<file path="config.mk">
export PLATFORM = sky130hd
export DESIGN_NAME = qar_mem_arbiter
export DESIGN_NICKNAME = d
export VERILOG_FILES = /design/src/rtl/qar_mem_arbiter.sv
export SDC_FILE = /design/constraint.sdc
export NUM_CORES = 1
export LEC_CHECK = 0
export ABC_AREA = 1
export BUFFER_PORTS_ARGS = -buffer_cell sky130_fd_sc_hd__buf_2
export CAP_MARGIN = 5
export CORE_AREA = 2 2 104 106
export CTS_BUF_LIST = sky130_fd_sc_hd__clkbuf_8
export DETAILED_ROUTE_END_ITERATION = 8
export DIE_AREA = 0 0 106 108
export HOLD_SLACK_MARGIN = 0.02
export RECOVER_POWER = 25
export REMOVE_ABC_BUFFERS = 1
export SLEW_MARGIN = 5
export SYNTH_ARGS = -nofsm -noshare
export SYNTH_HDL_FRONTEND = slang
export SYNTH_SLANG_ARGS = --single-unit
export TNS_END_PERCENT = 5
</file>
<file path="constraint.sdc">
create_clock -name clk -period 2.1 [get_ports clk]
set_clock_uncertainty 0.1 [all_clocks]
set_input_delay 0.21 -clock clk [delete_from_list [all_inputs] [get_ports clk]]
set_output_delay 0.21 -clock clk [all_outputs]
set_load 0.005 [all_outputs]
</file>
<file path="src/rtl/qar_mem_arbiter.sv">
// qar_mem_arbiter: shares one single-port synchronous memory between the
// instruction-fetch path and the load/store path. Data wins by default, a
// saturating starvation counter forces fetch through, and a lock lets the
// data side chain atomic sequences without fetch slipping in between.
module qar_mem_arbiter #(
  parameter int ADDR_W       = 32,
  parameter int DATA_W       = 32,
  parameter int STARVE_LIMIT = 4
) (
  input  logic              clk,
  input  logic              rst_n,
  input  logic              if_req,
  input  logic [ADDR_W-1:0] if_addr,
  output logic              if_gnt,
  output logic              if_rvalid,
  output logic [DATA_W-1:0] if_rdata,
  input  logic              d_req,
  input  logic              d_we,
  input  logic [ADDR_W-1:0] d_addr,
  input  logic [DATA_W-1:0] d_wdata,
  input  logic              d_lock,
  output logic              d_gnt,
  output logic              d_rvalid,
  output logic [DATA_W-1:0] d_rdata,
  output logic              mem_en,
  output logic [ADDR_W-1:0] mem_addr,
  output logic [DATA_W-1:0] mem_wdata,
  output logic              mem_we,
  input  logic [DATA_W-1:0] mem_rdata
);

  localparam int               CNT_W   = (STARVE_LIMIT < 1) ? 1 : $clog2(STARVE_LIMIT + 1);
  localparam logic [CNT_W-1:0] CNT_MAX = CNT_W'(STARVE_LIMIT);

  // Owner of the read issued in the previous cycle
  localparam logic [1:0] OWN_NONE = 2'd0;
  localparam logic [1:0] OWN_IF   = 2'd1;
  localparam logic [1:0] OWN_D    = 2'd2;

  logic [CNT_W-1:0] starve_cnt_q, starve_cnt_d;
  logic             lock_q, lock_d;
  logic [1:0]       resp_own_q, resp_own_d;
  logic             if_gnt_s, d_gnt_s;

  // Grant decision: lock, then starvation override, then data priority
  always_comb begin
    if_gnt_s = 1'b0;
    d_gnt_s  = 1'b0;
    if (!rst_n) begin
      if_gnt_s = 1'b0;
      d_gnt_s  = 1'b0;
    end else if (lock_q) begin
      d_gnt_s = d_req;
    end else if (if_req && (starve_cnt_q == CNT_MAX)) begin
      if_gnt_s = 1'b1;
    end else if (d_req) begin
      d_gnt_s = 1'b1;
    end else if (if_req) begin
      if_gnt_s = 1'b1;
    end else begin
      if_gnt_s = 1'b0;
      d_gnt_s  = 1'b0;
    end
  end

  assign if_gnt = if_gnt_s;
  assign d_gnt  = d_gnt_s;

  // Memory port mux; fetch never writes, idle port drives all zeros
  always_comb begin
    mem_en    = 1'b0;
    mem_addr  = '0;
    mem_wdata = '0;
    mem_we    = 1'b0;
    if (d_gnt_s) begin
      mem_en    = 1'b1;
      mem_addr  = d_addr;
      mem_wdata = d_wdata;
      mem_we    = d_we;
    end else if (if_gnt_s) begin
      mem_en    = 1'b1;
      mem_addr  = if_addr;
    end else begin
      mem_en    = 1'b0;
    end
  end

  // Next-state for starvation counter, lock and response owner
  always_comb begin
    starve_cnt_d = starve_cnt_q;
    lock_d       = lock_q;
    resp_own_d   = OWN_NONE;

    if (if_gnt_s || !if_req) begin
      starve_cnt_d = '0;
    end else if (starve_cnt_q != CNT_MAX) begin
      starve_cnt_d = starve_cnt_q + CNT_W'(1);
    end else begin
      starve_cnt_d = starve_cnt_q;
    end

    // Dropping d_req releases the lock so a stalled LSU cannot wedge fetch
    if (d_gnt_s) begin
      lock_d = d_lock;
    end else if (!d_req) begin
      lock_d = 1'b0;
    end else begin
      lock_d = lock_q;
    end

    if (if_gnt_s) begin
      resp_own_d = OWN_IF;
    end else if (d_gnt_s && !d_we) begin
      resp_own_d = OWN_D;
    end else begin
      resp_own_d = OWN_NONE;
    end
  end

  // State registers; reset also discards any in-flight read response
  always_ff @(posedge clk or negedge rst_n) begin
    if (!rst_n) begin
      starve_cnt_q <= '0;
      lock_q       <= 1'b0;
      resp_own_q   <= OWN_NONE;
    end else begin
      starve_cnt_q <= starve_cnt_d;
      lock_q       <= lock_d;
      resp_own_q   <= resp_own_d;
    end
  end

  // Steer read data to whichever requester issued last cycle's read
  assign if_rvalid = (resp_own_q == OWN_IF);
  assign d_rvalid  = (resp_own_q == OWN_D);
  assign if_rdata  = if_rvalid ? mem_rdata : '0;
  assign d_rdata   = d_rvalid  ? mem_rdata : '0;

endmodule

</file>
==> results of run 1 <==
==> worst register-to-register path, cell delays in order (launching register included) <==
cell     delay [ns]
dfrtp_1        0.40
inv_2          0.07
ha_1           0.15
nand2_2        0.10
nor2_4         0.14
nand2_2        0.10
nand2_8        0.11
buf_6          0.16
nor2_1         0.05
==> cell usage after synthesis (3+ instances only) <==
| cell | number |
|---|---|
| nand3_1 | 3 |
| nor2_1 | 100 |
| dfrtp_1 | 6 |
| nand2_1 | 105 |
| clkbuf_1 | 6 |
| buf_4 | 4 |
| buf_6 | 3 |
| inv_1 | 74 |
==> power breakdown <==
group | leakage, uW | internal (uW) | switching (uW)
Combinational | 0.00222 | 225 | 237
Clock | 0.0000216 | 123 | 47.1
Sequential | 0.0000800 | 128 | 9.75
==> state kept, by name (all words and copies together) (netlist names) <==
register and cells:
lock_q 1, starve_cnt_q 3, resp_own_q 2
==> area by class of cell <==
| cell class | instances | area share |
|---|---|---|
| antenna | 1 | 0.000840 |
| inverter | 77 | 0.102 |
| timing repair buffer | 274 | 0.474 |
| clock buffer | 3 | 0.0139 |
| tap | 136 | 0.0571 |
| sequential | 6 | 0.0504 |
| multi-input combinational | 219 | 0.302 |
==> through the flow <==
stage	util	hold slack [ns]	worst slack (ns)	power (uW)	setup TNS, ns
floorplan	-	-0.186	0.396	313	0
global placement	0.281	0.0305	0.0878	592	0
global route	0.291	0.0550	-0.0227	847	-0.106
CTS	0.288	0.0523	0.000435	774	0
detailed placement	0.281	0.0287	0.113	592	0
finish	0.291	0.0566	0.122	770	0
==> worst min path at each step <==
stage	startpoint	endpoint	slack, ns	depth (start not counted)
final	d_we	resp_own_q[1]$_DFF_PN0_	0.06	2
after global routing	d_we	resp_own_q[1]$_DFF_PN0_	0.05	2
after CTS	d_we	resp_own_q[1]$_DFF_PN0_	0.05	2
after detailed placement	rst_n	starve_cnt_q[2]$_DFFE_PN0P_	0.03	2
after global placement	rst_n	starve_cnt_q[2]$_DFFE_PN0P_	0.03	2
after floorplan	rst_n	lock_q$_DFFE_PN0P_	-0.19	0
==> timing repair <==
item / 4_1_cts / 5_1_grt
setup endpoints to repair: 33 / 54
pin swaps: 0 / 2
hold buffers: 1 / 0
setup buffers: 0 / 2
gates resized for setup: 4 / 6
hold endpoints to repair: 6 / 0
==> cell families (layout without fill, tap and decap cells) <==
group / count (synthesis) / count (layout) / synth area share
AND/OR/NAND/NOR: 215 / 215 / 0.593
buffers and inverters: 92 / 354 / 0.273
flip-flops: 6 / 6 / 0.106
adder cells (fa/ha/maj): 2 / 2 / 0.0176
AO/OA/AOI/OAI: 1 / 1 / 0.00352
XOR/XNOR: 1 / 1 / 0.00617
other: 0 / 1 / 0
==> cell usage in the layout, fill, tap and decap left out <==
master / instances
diode_2: 1
nand2_1: 104
buf_6: 2
nand3_1: 3
dfrtp_1: 6
inv_4: 1
inv_12: 1
buf_12: 1
nand2_2: 3
nor2_1: 100
dlygate4sd3_1: 1
buf_2: 266
clkbuf_8: 3
xnor2_1: 1
inv_2: 2
buf_4: 3
nand4_1: 2
clkbuf_1: 1
nor2_4: 1
ha_1: 2
inv_1: 73
a21oi_1: 1
nand3_4: 1
nand2_8: 1
==> routing by layer <==
metal,vias up,global-route usage,routed length [um]
met5,-,0,0
met1,1086,0.121,2620
met3,10,0.0338,836
met2,172,0.238,3970
li1,1396,-,-
met4,0,0.0357,197
==> results.ini, run 1 <==
[placed_design]
placed_cells = 709
dpl_cell_area_sq_um = 2870
gp_congestion = 0.798
io_buffers = 267
post-dp-hpwl_mm = 6.81

[routing]
wire_per_inst_um = 10.6
via_per_inst = 3.72
vias = 2664
drt_wl_total_mm = 7.63
drtIter0Drc = 160
dr.pass1.iters = 4
final_antenna_net_count = 0
drc = 0

[logic_synthesis]
synthDistinctLibCells = 19
syn_inst = 317
yosysTopAreaCell = nand2_1
yosys.area.top_type_share = 0.278
syn_area_per_cell_sq_um = 4.48
synth_area_leaders = nand2_1, nor2_1, inv_1
synth-seq-area-share = 0.106
synth_flop_cell = dfrtp_1
synth_edf_count = 0
yosys_warnings = 0
ys_async_sr_fraction = 1.00
synth_area_sq_um = 1420
synth_seq_cells = 6

[die]
dieArea_sq_um = 11400
row_count = 37
die_y_um = 108
core_area_sq_um = 10200
die_w_um = 106
initial_core_util = 0.139
ios = 268

[layout]
multi_input_area_sq_um = 900
drive_gt1_frac = 0.492
area_growth_pct = 110
fin_area_sq_um = 2980
final-seq-area_sq_um = 150
stdcell_count = 716
nets = 717
fillCellCount = 1224

[clock_network]
clk_latency_ns = 0.22
cts_tree = yes
path_clk_slew_ns = 0.03
cts_sinks = 6
h-tree-depth = 1
cts_buffer_depth = 2
cts-root-buf = clkbuf_8
numCtsBuffers = 3

[worst_setup_path]
worstPathRequired_ns = 1.79
timing_worst_setup_path_type = register to primary output
r2r_slack_ns = 0.62
crit_slowest_cell = dfrtp_1
crit_chain = inv_2 > ha_1 > nand2_2 > nand2_2 > nand3_4 > inv_4 > buf_12 > nand2_1 > nand2_1 > buf_2
worst_ep_arrival_time_ns = 1.67
r2r-end = resp_own_q[1]$_DFF_PN0_
crit_family = buffers and inverters
cp_max_fo = 28
start_kind = register
endpoint = mem_addr[27]
end_kind = primary output
critical_path.max_stage_delay_ns = 0.40
crit_buf_inv = 4
r2r_start = starve_cnt_q[0]$_DFFE_PN0P_
crit_start = starve_cnt_q[0]$_DFFE_PN0P_
cp.depth = 10
reg2regPathDepth = 8

[sta]
period_share = 0.942
slew_headroom = 0.415
setup_viol = 0
hold_viol_final = 0
fmax_ghz = 0.506
rsz0062_at_grt = true
worst_pin_slew_ns = 0.877
min_period_ns = 1.98
slew_viol_final = 0

[global_routing]
grt_max_degree = 35
grt_pass1_wl_mm = 11.1
first_global_vias = 2509
antenna_found_initial = 1
grt_overflow = 0
grtUsageTotal = 0.120

[power_and_ir_drop]
p_per_area_nw_per_um2 = 258
leakage_uw = 0.00232
ir_drop_uv = 135

[job]
cap_violations = 0

[outcome]
outcome = finished, final reports clean

[hold_path]
hold_class = input port to register

(Power assumes the default switching activity.)
==> inputs of run 2 (changes only) <==
CORE_AREA = 2 2 103 105   (was 2 2 104 106)
DIE_AREA = 0 0 105 107   (was 0 0 106 108)
clock period = 2.5 ns   (was 2.1 ns; I/O delays follow)
==> run 2 against run 1 <==
- combinational power is 19% lower
- routed wire length down 1.3%
- count of clock-buffer cells in the layout unchanged
- clock power fell by 18%
- sequential share of layout area up 0.14 points
- via count shrank 3.6%
- critical path type is now input port to primary output
==> results.ini, run 2 (synthesis results as in run 1) <==
[layout]
drive_gt1_frac = 0.457  ; -0.0356
max_flop_register = starve_cnt_q
largestRegisters = starve_cnt_q (3), resp_own_q (2), lock_q (1)
layout_common_cells = buf_2, nand2_1, nor2_1
fillCellCount = 1194  ; -2.5%
largest_reg_flops = 3  ; unchanged
final_common_cell = buf_2
area_growth_pct = 104
n_antenna_cell = 0  ; -1
nets = 714  ; -0.42%

[hold_path]
hold_path_depth = 2  ; unchanged
min_from = d_we
min_to = resp_own_q[1]$_DFF_PN0_
hold_class = input port to register

[global_routing]
first_global_vias = 2281  ; -9.1%
grtUsageTotal = 0.119  ; -0.00115
grt_max_degree = 35  ; unchanged
grt_pass1_wl_mm = 10.9  ; -1.8%
grt_overflow = 0  ; unchanged
antenna_found_initial = 0  ; -1

[job]
cap_violations = 0  ; unchanged

[die]
row_count = 37  ; unchanged
die_w_um = 105  ; -0.94%
ios = 268  ; unchanged
dieArea_sq_um = 11200  ; -1.9%
core_area_sq_um = 10100  ; -1.4%
initial_core_util = 0.141  ; +0.00191
die_y_um = 107  ; -0.93%

[routing]
vias = 2568  ; -3.6%
dr.pass1.iters = 4  ; unchanged
wire_per_inst_um = 10.6  ; -0.77%
drc = 0  ; unchanged
via_per_inst = 3.61  ; -3.1%
drt_wl_total_mm = 7.52  ; -1.3%
final_antenna_net_count = 0  ; unchanged
drtIter0Drc = 119  ; -26%

[worst_setup_path]
timing_worst_setup_path_type = input port to primary output
worstPathRequired_ns = 2.15  ; +0.36 ns
r2r_slack_ns = 0.87  ; +0.25 ns
r2r-end = resp_own_q[1]$_DFF_PN0_
end_kind = primary output
reg2regPathDepth = 8  ; unchanged
worst_ep_arrival_time_ns = 1.92  ; +0.25 ns
r2r_start = starve_cnt_q[0]$_DFFE_PN0P_
start_kind = input port
cp_max_fo = 18  ; -36%

[clock_network]
cts_buffer_depth = 2  ; unchanged
path_clk_slew_ns = 0.03  ; about the same
cts_sinks = 6  ; unchanged
clk_latency_ns = 0.22  ; about the same
cts-root-buf = clkbuf_8
h-tree-depth = 1  ; unchanged
numCtsBuffers = 3  ; unchanged
cts_tree = yes

[sta]
slew_viol_final = 0  ; unchanged
min_period_ns = 2.27
period_share = 0.909
hold_viol_final = 0  ; unchanged
rsz0062_at_grt = false
setup_viol = 0  ; unchanged
worst_pin_slew_ns = 0.910  ; +0.0332 ns
fmax_ghz = 0.440
slew_headroom = 0.393  ; -0.0222
finalSetupTns_ns = 0  ; unchanged

[placed_design]
post-dp-hpwl_mm = 6.72  ; -1.3%
gp_congestion = 0.758  ; -5.0%
io_buffers = 267  ; unchanged

[power_and_ir_drop]
p_per_area_nw_per_um2 = 216  ; -16%
leakage_uw = 0.00222  ; -4.5%
ir_drop_uv = 135  ; about the same
total_power_uw = 627  ; -19%

[outcome]
outcome = finished, final reports clean

## run 2: cell count changes in the layout (fill, tap and decap cells not counted), sizes merged
cell,change
buf,-33
clkbuf,+30
clkinv,+1
diode,-1
inv,-1
## run 2: cell type report
class,instances,area [sq um],area share
flip-flops and latches,6,150,0.0518
multi-input cells,219,881,0.304
repair buffers,271,1360,0.469
clock buffers,3,41.3,0.0142
inverters,77,297,0.102
well taps,136,170,0.0587
## run 2: stage by stage
step	cell area, sq um	worst slack [ns]	hold WS (ns)	std cells	utilization
detailed placement	2860	0.547	-0.00388	708	0.284
floorplan	1320	0.756	-0.146	302	-
global route	2900	0.0124	0.0998	712	0.287
global placement	2860	0.544	-0.00358	708	0.284
CTS	2920	0.0340	0.101	712	0.289
finish	2900	0.226	0.103	712	0.287
## run 2: worst max-delay path by stage
stage,startpoint,endpoint,slack (ns),cells past startpoint
6_report,rst_n,mem_addr[21],0.23,10
5_1_grt,rst_n,mem_addr[24],0.01,10
3_3_place_gp,starve_cnt_q[0]$_DFFE_PN0P_,mem_addr[29],0.54,10
3_5_place_dp,starve_cnt_q[0]$_DFFE_PN0P_,mem_addr[29],0.55,10
4_1_cts,rst_n,mem_addr[20],0.03,10
2_1_floorplan,starve_cnt_q[0]$_DFFE_PN0P_,mem_addr[0],0.76,9
## run 2: timing repair
action | in CTS | in global routing
gates resized for setup | 0 | 5
buffers inserted | 0 | 0
setup endpoints to repair | 0 | 31
endpoints found under the hold margin | 6 | 0
hold buffers | 1 | 0
## run 2: where the power goes
group	internal (uW)	switching, uW	total, uW
clock network	103	37.2	140
registers	107	7.10	114
logic	180	192	372
total	390	236	627
## run 2: layer usage
layer | track usage | vias to the layer above | wire, um | share of wire
met5 | 0 | - | 0 | 0
met4 | 0.00571 | 0 | 0 | 0
met3 | 0.0359 | 0 | 757 | 0.10
met2 | 0.246 | 154 | 3990 | 0.53
met1 | 0.121 | 1025 | 2770 | 0.37
li1 | - | 1389 | - | -
## run 2: worst max-delay path, cell delays in order
cell and delay [ns]:
dlygate4sd3_1 0.55, clkbuf_4 0.20, inv_1 0.06, nor2_1 0.15, nand3_2 0.17, clkinv_4 0.16
buf_12 0.16, nand2_1 0.05, nand2_1 0.06, buf_2 0.10
==> inputs of run 3 (changes only) <==
CORE_AREA = 3 3 102 104   (was 2 2 103 105)
clock period = 2.59 ns   (was 2.5 ns; I/O delays follow)
==> run 3 against run 2 <==
- critical path depth is 1 lower
- via count is 0.19% higher
- sequential cell count stayed put
- sequential power hardly changed
- cell count is 0.42% lower
- final area is 0.73% lower
- hold slack better by 0.0010 ns
- first-iteration DRC count is 26% higher
- routed wire length is 0.82% lower
- largest power group unchanged
==> results.ini, run 3 (synthesis results as in run 1) <==
[layout]
area_growth_pct = 103
max_flop_register = starve_cnt_q
final_common_cell = buf_2
nets = 714  ; unchanged
largestRegisters = starve_cnt_q (3), resp_own_q (2), lock_q (1)
n_antenna_cell = 0  ; unchanged
drive_gt1_frac = 0.457  ; unchanged
layout_common_cells = buf_2, nand2_1, nor2_1
largest_reg_flops = 3  ; unchanged

[die]
row_count = 36  ; -2.7%
die_y_um = 107  ; unchanged
dieArea_sq_um = 11200  ; unchanged
die_w_um = 105  ; unchanged
core_area_sq_um = 9640  ; -4.5%
ios = 268  ; unchanged
initial_core_util = 0.147  ; +0.00661

[global_routing]
grt_pass1_wl_mm = 11.0  ; +0.82%
antenna_found_initial = 0  ; unchanged
first_global_vias = 2289  ; +0.35%
grt_max_degree = 36  ; +2.9%
grtUsageTotal = 0.117  ; -0.00218
grt_overflow = 0  ; unchanged

[hold_path]
hold_class = input port to register
min_from = d_we

[clock_network]
cts_buffer_depth = 2  ; unchanged
cts-root-buf = clkbuf_8
cts_sinks = 6  ; unchanged
path_clk_slew_ns = 0.03  ; about the same
numCtsBuffers = 3  ; unchanged
cts_tree = yes
h-tree-depth = 1  ; unchanged
postCtsSetupRepairBufs = 0  ; unchanged
clk_latency_ns = 0.22  ; about the same

[worst_setup_path]
crit_start = rst_n
r2r_slack_ns = 1.00  ; +0.13 ns
start_kind = input port
worst_ep_arrival_time_ns = 2.01  ; +0.09 ns
end_kind = primary output
timing_worst_setup_path_type = input port to primary output
cp_max_fo = 34  ; +16
r2r_start = starve_cnt_q[0]$_DFFE_PN0P_
worstPathRequired_ns = 2.23  ; +0.08 ns

[placed_design]
post-place-ws_ns = 0.533  ; -0.0139 ns
post-dp-hpwl_mm = 6.63  ; -1.3%
io_buffers = 267  ; unchanged
gp_congestion = 0.732  ; -3.4%

[routing]
drt_wl_total_mm = 7.46  ; -0.82%
via_per_inst = 3.63  ; +0.62%
wire_per_inst_um = 10.5  ; -0.40%
vias = 2573  ; +0.19%
drc = 0  ; unchanged
dr.pass1.iters = 4  ; unchanged
drtIter0Drc = 150  ; +26%
final_antenna_net_count = 0  ; unchanged

[sta]
fmax_ghz = 0.421
worst_pin_slew_ns = 0.610  ; -0.300 ns
hold_viol_final = 0  ; unchanged
slew_headroom = 0.593  ; +0.201
slew_viol_final = 0  ; unchanged
worst_slack_ns = 0.216  ; -0.0105 ns
finalSetupTns_ns = 0  ; unchanged
hold_slack_ns = 0.104  ; +0.00101 ns
rsz0062_at_grt = false
min_period_ns = 2.37
period_share = 0.917
setup_viol = 0  ; unchanged

[job]
cap_violations = 0  ; unchanged

[power_and_ir_drop]
leakage_uw = 0.00222  ; -0.15%
ir_drop_uv = 111  ; -18%
p_per_area_nw_per_um2 = 209  ; -3.4%

[outcome]
outcome = finished, final reports clean

==> run 3: cell types whose count changed in the layout (fill, tap and decap cells not counted), sizes merged <==
cell    before  now
buf        239  241
clkbuf      34   32
clkinv       1    0
inv         76   77
==> run 3: layout make-up <==
type | count | area, sq um
fillers | 1177 | 6760
clock buffers | 3 | 41.3
multi-input cells | 219 | 881
repair buffers | 271 | 1340
inverters | 77 | 294
well taps | 133 | 166
flip-flops and latches | 6 | 150
==> run 3: metrics by stage <==
stage / power [uW] / utilization / area, sq um / std cells
4_1_cts: 616 / 0.301 / 2900 / 709
2_1_floorplan: 254 / - / 1320 / 302
3_5_place_dp: 472 / 0.295 / 2850 / 705
3_3_place_gp: 471 / 0.295 / 2850 / 705
5_1_grt: 665 / 0.298 / 2880 / 709
6_report: 601 / 0.298 / 2880 / 709
==> run 3: timing repair <==
action                                 CTS  global route
resized for setup                        0             2
endpoints found under the hold margin    6             0
setup endpoints to repair                0            33
hold buffers                             1             0
==> run 3: routing by layer <==
| metal | share of wire | vias up | GRT usage |
|---|---|---|---|
| li1 | - | 1388 | - |
| met1 | 0.37 | 1025 | 0.128 |
| met2 | 0.51 | 158 | 0.219 |
| met3 | 0.12 | 2 | 0.0458 |
| met4 | 0.0029 | 0 | 0.0112 |
| met5 | 0 | - | 0 |
==> run 3: final timing paths <==
kind                                               endpoint  depth (start not counted)
worst max register to register      resp_own_q[1]$_DFF_PN0_                          8
min in group asynchronous           resp_own_q[0]$_DFF_PN0_                          2
max in group asynchronous       starve_cnt_q[2]$_DFFE_PN0P_                          2
worst max-delay path                           mem_addr[24]                          9
worst min register to register  starve_cnt_q[0]$_DFFE_PN0P_                          2
worst min-delay path                resp_own_q[1]$_DFF_PN0_                          2
==> run 3: worst max-delay path, cell delays in order <==
cell and delay [ns]:
dlygate4sd3_1 0.52, buf_2 0.21, inv_1 0.07, nor2_1 0.17, nand3_2 0.17, inv_4 0.28, nand2_1 0.08, nand2_1 0.11
buf_2 0.12
==> run 3: where the power goes <==
group | internal (uW) | switching [uW] | total [uW]
clock network | 99.5 | 37.1 | 137
logic | 171 | 183 | 354
registers | 104 | 7.08 | 111
total | 374 | 227 | 601
